## src/rtl/btn_pulse_debouncer.sv

```systemverilog
`default_nettype none
// +----------------------------------------------------------------------------+
// | Module      : btn_pulse_debouncer                                          |
// | Description : Push-button conditioner. Raw asynchronous button in, clean   |
// |               debounced level plus single-cycle press/release strobes out. |
// |               2-flop synchronizer, stability counter and 4-state FSM.      |
// |               Optional auto-repeat of btn_pulse while held is enabled by   |
// |               defining the macro AUTO_REPEAT_EN.                           |
// | Revision    : 1.0  initial release                                         |
// +----------------------------------------------------------------------------+
module btn_pulse_debouncer #(
  parameter int unsigned STABLE_CYCLES = 500000,
  parameter int unsigned CNT_W         = 20,
  parameter int unsigned REPEAT_DELAY  = 25000000,
  parameter int unsigned REPEAT_PERIOD = 5000000,
  parameter int unsigned RPT_W         = 25
) (
  input  logic clk,
  input  logic reset,
  input  logic btn_in,
  output logic btn_level,
  output logic btn_pulse,
  output logic btn_release
);

  // Last count value of a stability check: reaching it with the input still
  // stable accepts the new level.
  localparam logic [CNT_W-1:0] c_CNT_LAST = CNT_W'(STABLE_CYCLES - 1);

  typedef enum logic [1:0] {
    S_IDLE      = 2'd0,
    S_PRESS_CHK = 2'd1,
    S_PRESSED   = 2'd2,
    S_REL_CHK   = 2'd3
  } state_e;

  // Reject parameter sets the counters cannot represent.
  if (STABLE_CYCLES < 2 || (STABLE_CYCLES >> CNT_W) != 0) begin : g_bad_stable
    $error("btn_pulse_debouncer: STABLE_CYCLES must be >= 2 and < 2**CNT_W");
  end
  if (REPEAT_DELAY < 1 || REPEAT_PERIOD < 1 ||
      (REPEAT_DELAY >> RPT_W) != 0 || (REPEAT_PERIOD >> RPT_W) != 0) begin : g_bad_repeat
    $error("btn_pulse_debouncer: REPEAT_DELAY/REPEAT_PERIOD must be >= 1 and < 2**RPT_W");
  end

  logic             sync0_q;
  logic             sync1_q;
  state_e           state_q;
  logic [CNT_W-1:0] cnt_q;

`ifdef AUTO_REPEAT_EN
  localparam logic [RPT_W-1:0] c_RPT_DELAY_LAST  = RPT_W'(REPEAT_DELAY - 1);
  localparam logic [RPT_W-1:0] c_RPT_PERIOD_LAST = RPT_W'(REPEAT_PERIOD - 1);

  // rpt_q counts held cycles; rpt_armed_q is set once the initial delay has
  // elapsed, after which rpt_q measures the shorter repeat period.
  logic [RPT_W-1:0] rpt_q;
  logic             rpt_armed_q;
`endif

  // Two-flop synchronizer bringing the asynchronous button into the clk domain.
  always_ff @(posedge clk or negedge reset) begin
    if (!reset) begin
      sync0_q <= 1'b0;
      sync1_q <= 1'b0;
    end else begin
      sync0_q <= btn_in;
      sync1_q <= sync0_q;
    end
  end

  // Debounce FSM with registered level and strobe outputs.
  always_ff @(posedge clk or negedge reset) begin
    if (!reset) begin
      state_q     <= S_IDLE;
      cnt_q       <= '0;
      btn_level   <= 1'b0;
      btn_pulse   <= 1'b0;
      btn_release <= 1'b0;
`ifdef AUTO_REPEAT_EN
      rpt_q       <= '0;
      rpt_armed_q <= 1'b0;
`endif
    end else begin
      // Strobes are single-cycle; only the accepting transitions raise them.
      btn_pulse   <= 1'b0;
      btn_release <= 1'b0;
      case (state_q)
        S_IDLE: begin
`ifdef AUTO_REPEAT_EN
          rpt_q       <= '0;
          rpt_armed_q <= 1'b0;
`endif
          if (sync1_q) begin
            state_q <= S_PRESS_CHK;
            cnt_q   <= '0;
          end
        end

        S_PRESS_CHK: begin
          if (!sync1_q) begin
            state_q <= S_IDLE;
          end else if (cnt_q == c_CNT_LAST) begin
            state_q   <= S_PRESSED;
            btn_level <= 1'b1;
            btn_pulse <= 1'b1;
`ifdef AUTO_REPEAT_EN
            rpt_q       <= '0;
            rpt_armed_q <= 1'b0;
`endif
          end else begin
            cnt_q <= cnt_q + CNT_W'(1);
          end
        end

        S_PRESSED: begin
          if (!sync1_q) begin
            state_q <= S_REL_CHK;
            cnt_q   <= '0;
          end
`ifdef AUTO_REPEAT_EN
          // Repeat timing only advances while the button is seen held.
          else if (!rpt_armed_q && rpt_q == c_RPT_DELAY_LAST) begin
            btn_pulse   <= 1'b1;
            rpt_q       <= '0;
            rpt_armed_q <= 1'b1;
          end else if (rpt_armed_q && rpt_q == c_RPT_PERIOD_LAST) begin
            btn_pulse <= 1'b1;
            rpt_q     <= '0;
          end else begin
            rpt_q <= rpt_q + RPT_W'(1);
          end
`endif
        end

        S_REL_CHK: begin
          // A bounce back high resumes PRESSED without a new press strobe;
          // the repeat counter is left frozen meanwhile.
          if (sync1_q) begin
            state_q <= S_PRESSED;
          end else if (cnt_q == c_CNT_LAST) begin
            state_q     <= S_IDLE;
            btn_level   <= 1'b0;
            btn_release <= 1'b1;
          end else begin
            cnt_q <= cnt_q + CNT_W'(1);
          end
        end

        default: begin
          state_q <= S_IDLE;
        end
      endcase
    end
  end

endmodule
`default_nettype wire
```

## config.mk

```make
export PLATFORM = sky130hd
export DESIGN_NAME = btn_pulse_debouncer
export DESIGN_NICKNAME = d
export VERILOG_FILES = /design/src/rtl/btn_pulse_debouncer.sv
export SDC_FILE = /design/constraint.sdc
export NUM_CORES = 1
export LEC_CHECK = 0
export CAP_MARGIN = 0
export CORE_ASPECT_RATIO = 0.5
export CORE_MARGIN = 4
export CORE_UTILIZATION = 56
export CTS_BUF_LIST = sky130_fd_sc_hd__clkbuf_8
export DETAILED_ROUTE_END_ITERATION = 10
export PLACE_DENSITY = 0.74
export SLEW_MARGIN = 0
export SYNTH_ARGS = -nofsm -noshare
export SYNTH_HDL_FRONTEND = slang
export SYNTH_SLANG_ARGS = --single-unit
export TNS_END_PERCENT = 100
```

## constraint.sdc

```tcl
create_clock -name clk -period 2.1 [get_ports clk]
set_input_delay 0.315 -clock clk [delete_from_list [all_inputs] [get_ports clk]]
set_output_delay 0.315 -clock clk [all_outputs]
set_load 0.005 [all_outputs]
```

; ---- After elaboration in Yosys (flattened, before gate mapping)
; Cells that the tools add are included.
[word_totals]
ff_bits = 27
in_bits = 3
output_inout_bits = 3
wordCells = 48
[op_classes]
n_addsub = 1
eq_ne = 12
muxes = 23
reduce_logical = 5
[ops]
columns = cell, count
row1 = $mux 20, 5
row2 = $pmux 20 s4, 1
row3 = $add 20x1->20 const B, 1
row4 = $eq 20x19->1 const B, 1
row5 = $mux 2, 6
row6 = $ne 2x2->1 const B, 6
row7 = $mux 1, 9
row8 = $pmux 2 s4, 1
row9 = $reduce_and 4->1, 2
row10 = $ne 3x3->1 const B, 2
row11 = $reduce_and 5->1, 1
row12 = $eq 2x2->1 const B, 2
row13 = $eq 2x1->1 const B, 1
row14 = $logic_not 2->1, 1
row15 = $pmux 1 s2, 1
row16 = $reduce_bool 2->1, 1

; ---- Depth between registers and ports, before layout
[depth]
ltp_word = 4
ltp_mapped = 8
ltp_nobuf = 7

; ---- Worst setup path after synthesis
; No wires, ideal clock.
[synth_path]
kind = register to register
startpoint = reg cnt_q[0]
endpoint = reg cnt_q[17]
setup_time_ns = 0.069
arrival_time_ns = 1.934
path_slack_ns = 0.096
stages_incl_launch_ff = 8
n_path_buf = 1
period_less_slack_ns = 2.004
path_cell_list = dfrtp_1 ha_1 nand3_1 nor2_1 a41o_1 buf_6 or4_2 nand3_1
[synth_between]
elab_chain_len = 4
word_cells_on_any_way = 6
cone_classes = add/sub: 1 / eq/ne: 1 / mux: 4
[synth_rtl]
columns = item, line_no
row1 = "start, declared", 49  ; logic [CNT_W-1:0] cnt_q;
row2 = "start signal, assigned", 112  ; cnt_q <= cnt_q + CNT_W'(1);
row3 = "start signal, assigned", 146  ; cnt_q <= cnt_q + CNT_W'(1);
row4 = $add 20x1->20 / $eq 20x19->1 (equally long branches), --
row5 = $mux 20 *, "103, 141"
row6 = "$mux 20, on equally long branches", "139, 101"
row7 = $pmux 20 s4 *, 88  ; case (state_q)
; Mark *: on every way between the ends. The rest lies on a longest branch, timed or not. The select of a mux whose other input is x is not followed.
; A chain may end at the register's enable or synchronous reset.

; ---- Final worst setup path
[layout_path]
startpoint = reg cnt_q[6]
endpoint = reg cnt_q[5]
[layout_between]
elab_chain_len = 4
word_cells_on_any_way = 5
cone_classes = eq/ne: 1 / mux: 4
[layout_rtl]
columns = item, line_no
row1 = $eq 20x19->1 *, "103, 141"
row2 = $mux 20 *, --
row3 = "$mux 20, on equally long branches", --
row4 = $pmux 20 s4 *, --
; Marks and branches as above.

==> flow_summary.ini <==
[die]
placeableCoreArea_um2 = 2600
dieArea_um2 = 3710
dieHeight_um = 45.1
die_x_um = 82.2
initial_core_util = 0.592
io_pins = 6
rows = 13

[clock_network]
cts-root-buf = clkbuf_8
cts_setup_buffers = 0
clock-sinks = 27
post_cts_resize_count = 0
clk_latency_ns = 0.27
cts_buffers = 3
cts_tree = built
cts_hold_buf = 0
clk_pin_slew_worst_paths_ns = 0.09
clk_path_buf_depth = 2
clock_tree.htree_level_count = 1

[power]
pwr-share-comb = 0.082
p_int_uw = 697
switchingPower_uw = 228
cellPowerDensity_nw_per_um2 = 547
seq_power_share = 0.609
p_leak_uw = 0.000707
peakVddDrop_uv = 231
swShare = 0.247
clkPwrFrac = 0.309

[critical_path]
critPathLaunchType = flop
path_max_fanout = 9
cp-end-kind = flop
required_ns = 2.26
cp.arrival_ns = 2.18
critical_path_class = reg -> reg

[detailed_routing]
wl_met2_um = 1370
dr_wl_met3_um = 251
vias = 1285
drt-met1-wl_um = 1610
routed_wl_um = 3240
dr.pass1.iters = 4
remaining_drc_errors = 0
postRouteAntennaNets = 0
post_drt_via_cell_ratio = 6.09
initialDrtViolationCount = 83
wl_per_cell_um = 15.4
top_layer = met4

[timing]
fmax_mhz = 497
fin_crit_ns = 2.01
final.setup_skew_ns = 0.00387
maxSlewHeadroom = 0.676
slew_viol_final = 0
finalCritPeriodShare = 0.958
tightestPinTransition_ns = 0.481
fin_tns_setup_ns = 0
rsz0062_at_grt = false
fin_hold_ws_ns = 0.358
finalSetupViolCount = 0
hold_violations = 0

[logic_synthesis]
synth_common_cells = dfrtp_1 (27), nand2_1 (25), nand3_1 (15), nand4_1 (8), nor2_1 (8)
post_synth_num_cell_types = 48
synth_top_cell_by_area = dfrtp_1
async_reset_ff_frac = 1.00
synth-edff-count = 0
avgSynthCellArea_um2 = 9.57
yosysSeqAreaShare = 0.438
ys_ff_latch = 27
yosysMostFrequentCell = dfrtp_1
ys.flop_type = dfrtp_1
syn_nets = 165
ys_warn_count = 0
postSynthCellCount = 161
synthTopCellsByArea = dfrtp_1 (44%), nand2_1 (6.1%), nand3_1 (4.9%)
syn_area_um2 = 1540
yosysTopAreaCellShare = 0.438

[place]
dp_hpwl_um = 2250
routabilityCongestion = 0.856
portBuffers = 5

[global_routing]
track_usage = 0.198
grt_pass1_wl_um = 5490
grt_pass1_vias = 1132
overflow = 0
antenna_found_initial = 0
grt_max_degree = 28

[layout]
num_antenna_cells = 0
area_growth_syn_to_layout_pct = 9.74
multi_input_area_um2 = 746
register_area_um2 = 677
drive_gt1_frac = 0.184
nets = 179
fin_util = 0.650
fill_cells = 212

[run_status]
status = completed

[job]
cap_violations = 0

[worst_hold_path]
holdCritPathClass = reg -> reg
[cell usage in the layout, fill, tap and decap left out, types with 4 or more instances in the layout]
| cell type | count |
|---|---|
| and2_1 | 4 |
| buf_4 | 14 |
| clkdlybuf4s50_1 | 5 |
| dfrtp_1 | 26 |
| inv_1 | 6 |
| nand2_1 | 25 |
| nand3_1 | 15 |
| nand4_1 | 8 |
| nor2_1 | 8 |
| nor3_1 | 5 |
| o211ai_1 | 4 |
| o21ai_0 | 6 |
| o41ai_1 | 4 |
[registers in the layout (all words and copies together) (netlist names), named ones only]
name / count
btn_release: 1
btn_level: 1
state_q: 1
sync0_q: 1
btn_pulse: 1
cnt_q: 20
sync1_q: 1
[layer usage]
layer,up-vias,global-route usage
met4,0,0.0497
met1,617,0.300
met3,2,0.0578
met5,-,0
met2,41,0.275
li1,625,-
[path summary, 6_finish.rpt]
| check | start | end | slack, ns | cells past startpoint |
|---|---|---|---|---|
| worst max-delay path | cnt_q[6]$_DFFE_PN0P_ | cnt_q[5]$_DFFE_PN0P_ | 0.09 | 6 |
| worst min-delay path | sync0_q$_DFF_PN0_ | sync1_q$_DFF_PN0_ | 0.36 | 0 |
| worst max register to register | cnt_q[6]$_DFFE_PN0P_ | cnt_q[5]$_DFFE_PN0P_ | 0.09 | 6 |
| worst min register to register | sync0_q$_DFF_PN0_ | sync1_q$_DFF_PN0_ | 0.36 | 0 |
| max in group asynchronous | reset | cnt_q[6]$_DFFE_PN0P_ | 1.41 | 2 |
| min in group asynchronous | reset | cnt_q[3]$_DFFE_PN0P_ | 0.42 | 2 |
[through the flow]
stage | power [uW] | instances | cell area [um2] | setup WS [ns]
CTS | 936 | 211 | 1680 | 0.0547
detailed placement | 649 | 207 | 1630 | 0.0809
global route | 975 | 211 | 1690 | 0.00987
finish | 925 | 211 | 1690 | 0.0883
global placement | 648 | 207 | 1630 | 0.106
floorplan | 622 | 161 | 1540 | 0.0964
[kinds of logic (layout without fill, tap and decap cells)]
logic type | count (synthesis) | count (layout) | share of synthesized area
and+or+nand+nor | 82 | 82 | 0.298
AOI/OAI and AO/OA | 30 | 30 | 0.138
DFF | 27 | 27 | 0.438
buffers and inverters | 16 | 29 | 0.0852
muxes | 4 | 4 | 0.0268
adders and majority gates | 1 | 1 | 0.00812
xor gates and xnor gates | 1 | 1 | 0.00568
[critical path, cell delays in order (launching register included)]
cell	delay, ns
dfrtp_2	0.45
or4_4	0.50
nor4_4	0.28
a41o_1	0.24
buf_4	0.17
o31ai_1	0.08
a22o_1	0.17
[power groups by stage]
stage          sequential [uW]  combinational, uW  clock [uW]
6_report                   563               76.1         286
5_1_grt                    568               86.4         320
4_1_cts                    563               75.9         297
3_5_place_dp               573               75.8           0
3_3_place_gp               573               75.0           0
2_1_floorplan              562               60.3           0
[layout make-up]
| class | count | share of cell area |
|---|---|---|
| timing repair buffer | 19 | 0.0917 |
| clock inverter | 1 | 0.00222 |
| clock buffer | 3 | 0.0244 |
| multi-input combinational | 118 | 0.441 |
| sequential | 27 | 0.400 |
| inverter | 6 | 0.0133 |
| tap | 37 | 0.0274 |
No activity file was read; power rests on OpenSTA's default activity.
